==> config.mk <==
export PLATFORM = sky130hd
export DESIGN_NAME = la_headerseq
export DESIGN_NICKNAME = d
export VERILOG_FILES = /design/src/rtl/la_headerseq.sv
export SDC_FILE = /design/constraint.sdc
export NUM_CORES = 1
export LEC_CHECK = 0
export ABC_AREA = 1
export CAP_MARGIN = 20
export CORE_AREA = 2 2 62 64
export DETAILED_ROUTE_END_ITERATION = 7
export DIE_AREA = 0 0 64 66
export MAX_ROUTING_LAYER = met4
export PLACE_DENSITY = 0.71
export SKIP_CTS_REPAIR_TIMING = 1
export SLEW_MARGIN = 40
export SYNTH_ARGS = -nofsm -noshare
export SYNTH_HDL_FRONTEND = slang
export SYNTH_SLANG_ARGS = --single-unit
==> constraint.sdc <==
create_clock -name clk -period 2.5 [get_ports clk]
set_input_delay 0.375 -clock clk [delete_from_list [all_inputs] [get_ports clk]]
set_output_delay 0.375 -clock clk [all_outputs]
set_load 0.02 [all_outputs]
==> src/rtl/la_headerseq.sv <==
// Power-gating sequencer for an N-segment la_header domain: staggers header
// switching, drives isolation/retention and waits for power-good with a timeout.
module la_headerseq #(
    parameter int N       = 4,
    parameter int STEP    = 2,
    parameter int ISO_DLY = 2,
    parameter int RET_DLY = 1,
    parameter int SETTLE  = 3,
    parameter int TIMEOUT = 16,
    parameter     PROP    = "DEFAULT"
) (
    input  logic         clk,
    input  logic         nreset,
    input  logic         on_req,
    input  logic         pwr_ok,
    output logic [N-1:0] sleep,
    output logic         iso,
    output logic         ret,
    output logic         on_ack,
    output logic         off_ack,
    output logic         err
);

    function automatic int max_of(input int a, input int b);
        return (a > b) ? a : b;
    endfunction

    localparam int MAXV = max_of(max_of(STEP * N, ISO_DLY), max_of(RET_DLY, TIMEOUT));
    localparam int CW   = $clog2(MAXV + 1);

    localparam logic [CW-1:0] STEP_C    = CW'(STEP);
    localparam logic [CW-1:0] N_C       = CW'(N);
    localparam logic [CW-1:0] ISO_C     = CW'(ISO_DLY);
    localparam logic [CW-1:0] RET_C     = CW'(RET_DLY);
    localparam logic [CW-1:0] SETTLE_C  = CW'(SETTLE);
    localparam logic [CW-1:0] TIMEOUT_C = CW'(TIMEOUT);

    localparam logic [3:0] S_OFF     = 4'd0;
    localparam logic [3:0] S_UNGATE  = 4'd1;
    localparam logic [3:0] S_SETTLE  = 4'd2;
    localparam logic [3:0] S_RESTORE = 4'd3;
    localparam logic [3:0] S_DEISO   = 4'd4;
    localparam logic [3:0] S_ON      = 4'd5;
    localparam logic [3:0] S_ISO     = 4'd6;
    localparam logic [3:0] S_SAVE    = 4'd7;
    localparam logic [3:0] S_GATE    = 4'd8;

    logic [3:0]    state_r;
    logic [CW-1:0] cnt_r;
    logic [CW-1:0] idx_r;
    logic          block_r;

    logic [CW-1:0] cnt_inc;
    logic [CW-1:0] idx_inc;
    logic [N-1:0]  seg_bit;

    // cnt_inc is the number of cycles spent in the current state including this edge
    assign cnt_inc = cnt_r + CW'(1);
    assign idx_inc = idx_r + CW'(1);
    assign seg_bit = N'(1) << idx_inc;

    // Sequencer state, step counters and all registered outputs
    always_ff @(posedge clk) begin
        if (!nreset) begin
            state_r <= S_OFF;
            cnt_r   <= '0;
            idx_r   <= '0;
            block_r <= 1'b0;
            sleep   <= {N{1'b1}};
            iso     <= 1'b1;
            ret     <= 1'b0;
            on_ack  <= 1'b0;
            off_ack <= 1'b1;
            err     <= 1'b0;
        end else begin
            case (state_r)
                S_OFF: begin
                    if (!on_req) begin
                        block_r <= 1'b0;
                    end else if (!block_r) begin
                        state_r  <= S_UNGATE;
                        off_ack  <= 1'b0;
                        err      <= 1'b0;
                        cnt_r    <= '0;
                        idx_r    <= '0;
                        sleep[0] <= 1'b0;
                    end else begin
                        state_r <= S_OFF;
                    end
                end
                S_UNGATE: begin
                    if (cnt_inc == STEP_C) begin
                        cnt_r <= '0;
                        if (idx_inc == N_C) begin
                            state_r <= S_SETTLE;
                        end else begin
                            idx_r <= idx_inc;
                            sleep <= sleep & ~seg_bit;
                        end
                    end else begin
                        cnt_r <= cnt_inc;
                    end
                end
                S_SETTLE: begin
                    // acceptance is tested first so it wins over a same-edge timeout
                    if ((cnt_inc >= SETTLE_C) && pwr_ok) begin
                        state_r <= S_RESTORE;
                        ret     <= 1'b0;
                        cnt_r   <= '0;
                    end else if (cnt_inc >= TIMEOUT_C) begin
                        state_r  <= S_GATE;
                        err      <= 1'b1;
                        block_r  <= 1'b1;
                        cnt_r    <= '0;
                        idx_r    <= '0;
                        sleep[0] <= 1'b1;
                    end else begin
                        cnt_r <= cnt_inc;
                    end
                end
                S_RESTORE: begin
                    if (cnt_inc == RET_C) begin
                        state_r <= S_DEISO;
                        iso     <= 1'b0;
                        cnt_r   <= '0;
                    end else begin
                        cnt_r <= cnt_inc;
                    end
                end
                S_DEISO: begin
                    if (cnt_inc == ISO_C) begin
                        state_r <= S_ON;
                        on_ack  <= 1'b1;
                        cnt_r   <= '0;
                    end else begin
                        cnt_r <= cnt_inc;
                    end
                end
                S_ON: begin
                    if (!on_req) begin
                        state_r <= S_ISO;
                        iso     <= 1'b1;
                        on_ack  <= 1'b0;
                        cnt_r   <= '0;
                    end else begin
                        state_r <= S_ON;
                    end
                end
                S_ISO: begin
                    if (cnt_inc == ISO_C) begin
                        state_r <= S_SAVE;
                        ret     <= 1'b1;
                        cnt_r   <= '0;
                    end else begin
                        cnt_r <= cnt_inc;
                    end
                end
                S_SAVE: begin
                    if (cnt_inc == RET_C) begin
                        state_r  <= S_GATE;
                        cnt_r    <= '0;
                        idx_r    <= '0;
                        sleep[0] <= 1'b1;
                    end else begin
                        cnt_r <= cnt_inc;
                    end
                end
                S_GATE: begin
                    if (cnt_inc == STEP_C) begin
                        cnt_r <= '0;
                        if (idx_inc == N_C) begin
                            state_r <= S_OFF;
                            off_ack <= 1'b1;
                        end else begin
                            idx_r <= idx_inc;
                            sleep <= sleep | seg_bit;
                        end
                    end else begin
                        cnt_r <= cnt_inc;
                    end
                end
                default: begin
                    state_r <= S_OFF;
                    cnt_r   <= '0;
                    idx_r   <= '0;
                    sleep   <= {N{1'b1}};
                    iso     <= 1'b1;
                    on_ack  <= 1'b0;
                    off_ack <= 1'b1;
                end
            endcase
        end
    end

endmodule

==> impl_summary.md <==
Critical path
The launching element of the worst setup path is cnt_r[1]$_SDFFE_PN0P_. The slowest stage of the critical path belongs to the cell sky130_fd_sc_hd__dfxtp_1. The worst stage delay on the critical path is 0.44 ns.

The signal on the critical path passes through ha_1, nand3_1, nand2_1, nand2_2, nor2_1, nand2_2, nand2_1, nand3_1, nor2_2, nand2_2, nand2_1, nand2_1, nor2_1. The critical path crosses 13 cells after its start point. The worst register-to-register path begins at cnt_r[1]$_SDFFE_PN0P_. The critical path is of the flop to flop type. In this run the worst path has a maximum fanout of 6.

The worst setup path is launched from a flop. In this run the worst setup path terminates at state_r[3]$_SDFFE_PN0P_. STA puts the critical path data required time at between 2 and 3 ns.

STA classifies the critical path endpoint as a flop. The buffering stage count on the worst path with inverters included is 0. Setup slack on the worst reg-to-reg path comes out at 0.54 ns. The endpoint identified for the worst register-to-register timing path is state_r[3]$_SDFFE_PN0P_. On the critical path the largest part of the delay comes from simple AND/OR/NAND/NOR gates.

The signal arrival time at the worst endpoint is 2.22 ns. Among the stages of the critical path, the cell type that occurs most often is sky130_fd_sc_hd__nand2_1. The length in cells of the worst reg-to-reg path is 13.

Placed design
The minimum setup slack after placement is 0.5793 ns. The instance area at placement is 1908 µm². During placement, the flow inserted port buffers numbering 12. The estimated wirelength of the detail-placed design is 3239 µm. The routability congestion estimate from global placement is just under 0.9.

Route
The number of vias per cell after detailed routing is 5.138. The detail route stage leaves a number of antenna-violating nets equal to 0. The initial DRC count is between 90 and 100. The via total after detailed routing is 1747. The number of search-and-repair iterations in the first detailed-routing pass is 4. In the final routed layout, each cell accounts on average for 11.92 µm. The total wire length after detailed routing is 4054 µm.

The final routed DRC violation total is 0.

Floorplanning
The floorplan step defined a die boundary enclosing between 4000 and 5000 µm². The boundary pin count is 13. The number of cell rows is 22.

The floorplan step set the die height to between 60 and 70 µm. The die is about 64 µm wide. The area of the core is 3551 µm². The starting density of the core is between 40% and 50%.

STA
The number of failing hold endpoints at the final stage is 0. Clock skew on the completed layout was measured at 0.002790 ns. The total negative slack is 0 ns.

Setup violations remaining at the end of the flow were counted as 0. The slew at the pin with the worst max-slew slack is 0.4074 ns. Across all setup checks in the final design, the least slack found is 0.5429 ns. The max-slew headroom at the worst pin is 72.75%. Setup repair after global routing left no endpoint under its margin.

The share of the clock period used by the worst path after layout is 78.28%. After layout, the minimum clock period comes to 1.957 ns. The number of pins with negative max-slew slack in the final report came to 0.

The top achievable clock speed is 511.0 MHz. Hold is met by 0.4819 ns.

Clock tree
The clock input transition at the sequential cells of the worst setup and hold paths is 0.13 ns. The number of buffers added by the clock tree synthesis step is 3. The number of levels in the clock H-tree is 1. TritonCTS built the clock tree. The clock passes through at most 2 buffers. Clock tree synthesis found a total of 24 sinks. The tree is rooted in a sky130_fd_sc_hd__clkbuf_4. The clock insertion delay at the later pin of the skew report is a little over 0.3 ns.

Global route
The wire length of the first global-routing pass is 7389 µm. After global routing the overflow that remains totals 0. The initial antenna violation count came to 0. The via count of the first global-routing pass is 1639. The pin count of the biggest net entering global routing is 13. The total routing resource utilization after global routing is 22.33%.

Yosys
Summing the sequential cell areas from Yosys gives about 28% of the chip area. After synthesis the netlist holds a flip-flop and latch count of 24. The Yosys step of the flow raised 0 warnings.

In this run, distinct cell masters in the synthesized netlist total 26. The post-synthesis instance total is around 280. The post-synth design cell area is 1730 µm². The mean instance size in the synthesized netlist is 6.224 µm².

The total nets after synthesis is 287.

Cells and area
At the end of the flow the core is filled with cells to 54.37%. In the layout the commonest cells are sky130_fd_sc_hd__nand2_1 (74), sky130_fd_sc_hd__inv_1 (40), sky130_fd_sc_hd__nor2_1 (36), sky130_fd_sc_hd__dfxtp_1 (24), sky130_fd_sc_hd__nand3_1 (19). The most frequent standard cell in the layout excluding fill and tap cells is sky130_fd_sc_hd__nand2_1. The area added between synthesis and finish is 11.57%. The final standard cell area without fillers is 1931 µm². The fraction of layout cells with a size suffix above 1 is 10.96%. The count of fill cells added during filler insertion is 354. The number of nets in the finished design is just over 300.

The count of antenna diodes in the layout is 0.

Pwr
The analysis attributes to cell leakage a power of 0.9991 nW. The worst-case IR drop observed on VDD is 0.5237 mV. For this design the ratio of total power to cell area is 1175 nW/µm².

Worst hold path
The worst hold path belongs to the class flop to flop.

Status
The run finished with clean final reports.

Run
The number of maximum-capacitance violations is 0.
## how the worst min path moves through the flow
stage                               startpoint              endpoint  slack [ns]  depth (start not counted)
after floorplan           block_r$_SDFFE_PN0P_  block_r$_SDFFE_PN0P_        0.45                          2
after global placement        iso$_SDFFE_PN1P_      iso$_SDFFE_PN1P_        0.45                          2
after detailed placement      iso$_SDFFE_PN1P_      iso$_SDFFE_PN1P_        0.45                          2
after CTS                     iso$_SDFFE_PN1P_      iso$_SDFFE_PN1P_        0.49                          2
after global routing          iso$_SDFFE_PN1P_      iso$_SDFFE_PN1P_        0.51                          2
final                         iso$_SDFFE_PN1P_      iso$_SDFFE_PN1P_        0.48                          2
## area by class of cell
| class | count | area (µm²) | area share [%] |
|---|---|---|---|
| Clock buffer | 3 | 22.52 | 1.167 |
| Inverter | 44 | 165.2 | 8.555 |
| Multi-Input combinational cell | 208 | 1075 | 55.67 |
| Sequential cell | 24 | 480.5 | 24.89 |
| Tap cell | 48 | 60.06 | 3.111 |
| Timing Repair Buffer | 13 | 127.6 | 6.610 |
## tightest hold or removal path, delay by kind of cell, from the launching register on
| kind | cells | cell delay, ns |
|---|---|---|
| DFF | 1 | 0.35 |
| and+or+nand+nor | 2 | 0.11 |
## kinds of logic after synthesis
kind of cell | share of synthesized area [%]
buf+inv | 10.12
flops | 27.77
simple gates | 47.14
xor+xnor | 1.012
fa+ha+maj | 3.615
compound gates | 10.34
## metal layers
metal | vias to the layer above | share of wire [%] | track usage, %
li1 | 918 | - | -
met2 | 38 | 46 | 36.98
met3 | 9 | 3.4 | 2.385
met4 | 0 | 2.0 | 7.609
met1 | 782 | 49 | 28.47
met5 | - | 0 | -
## registers in the layout, summed over array words and instances, names as in the netlist
signal,flops
iso,1
sleep,4
idx_r,5
block_r,1
state_r,4
off_ack,1
err,1
on_ack,1
ret,1
cnt_r,5
## metrics by stage
step,power (mW),cells
detailed placement,2.094,337
global route,2.511,340
global placement,2.080,337
floorplan,1.735,278
CTS,2.268,340
finish,2.268,340
## Yosys cell counts, drive strengths merged
library cell  count  area [µm²]
o22ai             1       6.260
inv              44       165.1
dfxtp            24       480.5
xor2              2       17.52
nor2             46       227.7
o31ai             1       7.510
nand4            15       93.84
nor4              2       12.51
a41oi             1       8.760
nand3b            1       7.510
o211a             1       10.01
o21ai            13       76.33
nand2            81       326.6
buf               2       10.01
nand3            23       135.1
a21oi            14       70.07
ha                5       62.56
or2               2       12.51
## power breakdown
part | internal, mW | switching [mW] | leakage (nW) | total [mW]
Combinational | 0.537 | 0.973 | 0.789 | 1.51
Sequential | 0.489 | 0.0986 | 0.197 | 0.588
Clock | 0.0564 | 0.114 | 0.0138 | 0.170
Total | 1.08 | 1.18 | 0.999 | 2.27
(Power assumes the default switching activity.)
==> RTL change: new RTL, same settings <==
The parameter `TIMEOUT` goes from 16 to 8.
--- a/src/rtl/la_headerseq.sv
+++ b/src/rtl/la_headerseq.sv
@@ -6,7 +6,7 @@
     parameter int ISO_DLY = 2,
     parameter int RET_DLY = 1,
     parameter int SETTLE  = 3,
-    parameter int TIMEOUT = 16,
+    parameter int TIMEOUT = 8,
     parameter     PROP    = "DEFAULT"
 ) (
     input  logic         clk,
Check against the original RTL: same outputs for any inputs over 10 cycles, from zero or initial values and one cycle with nreset low; that may be too few to reach the edited logic, so the function may still have changed.
==> RTL change against the unedited design <==
Design area down 10%. Die area is the same. Synthesized area is 10% lower. Hold slack lost 0.0042 ns. Maximum frequency grew 8.1%. Total power shrank 13%. Worst setup slack better by 0.15 ns. Routed wire length decreased by 15%. Count of clock-buffer cells in the layout did not move. Sequential cell count decreased by 2. Combinational power down 16%. Largest power group unchanged.
==> RTL change: results (changes against the unedited design) <==
metric,value,unit,change
status,"finished, final reports clean",,
sequential fraction of the synthesis area,28.4,%,+0.62 points
Max stage delay on crit path,0.39,ns,-0.05 ns
Post-Route WL,3430,microns,-15%
Post-DP Area,1710,sq um,-11%
fraction of layout cells with a size suffix above 1,11.8,%,+0.85 points
Final GP Congestion,0.910,,+2.3%
leading post-synthesis cells by cell area,"dfxtp_1 28%, nand2_1 14%, inv_1 8.5%",,
Setup Skew,0.00303,ns,+0.000240 ns
dpl ws,0.720,ns,+0.141 ns
GRT Overall Usage,18.5,%,-3.8 points
Synth Area in Adders,4.03,%,+0.42 points
post-route insts no fill,302,,-11%
P_comb,1.27,mW,-16%
antenna violations before repair,0,,unchanged
Critical Path Start,cnt_r[0]$_SDFFE_PN0P_,,
Leakage,0.876,nW,-12%
CP Data Arrival Time,2.02,ns,-0.20 ns
Post-DP HPWL,2760,microns,-15%
Syn Area/Cell,6.46,sq um,+3.9%
post-DR vias/cell,4.97,,-3.3%
post-synth cell types,30,,+15%
First-pass DRT Iterations,7,,+3
vias in the first global route,1355,,-17%
XOR/XNOR Fraction of Synth Area,2.18,%,+1.2 points
Iter 0 DRT Violations,136,,+40%
most frequent cells after synthesis,"58 x nand2_1, 35 x inv_1, 27 x nor2_1",,
fillers,363,,+2.5%
syn_nets,249,,-13%
Net Sw Frac,50.0,%,-2.2 points
Sequential Power Share,27.3,%,+1.4 points
final net count,265,,-13%
Relative slew margins,72.0,%,-0.80 points
-- RTL change: layout make-up --
type / instances / area (sq um) / share of cell area (%)
clock buffer: 3 / 22.5 / 1.30
inverter: 40 / 150 / 8.69
tap: 48 / 60.1 / 3.48
sequential: 22 / 440 / 25.5
multi-input combinational: 176 / 927 / 53.7
timing repair buffer: 13 / 128 / 7.39
-- RTL change: layer usage --
layer  routed length (microns)  track usage, %
met1                      1680            24.3
met2                      1580            29.4
met3                       100            2.21
met4                        68            6.79
met5                         0               -
-- RTL change: path summary, 6_finish.rpt --
kind	cells after the start	slack [ns]	end
min	2	0.48	iso$_SDFFE_PN1P_
min reg2reg	2	0.48	iso$_SDFFE_PN1P_
max	11	0.69	state_r[0]$_SDFFE_PN0P_
max reg2reg	11	0.69	state_r[0]$_SDFFE_PN0P_
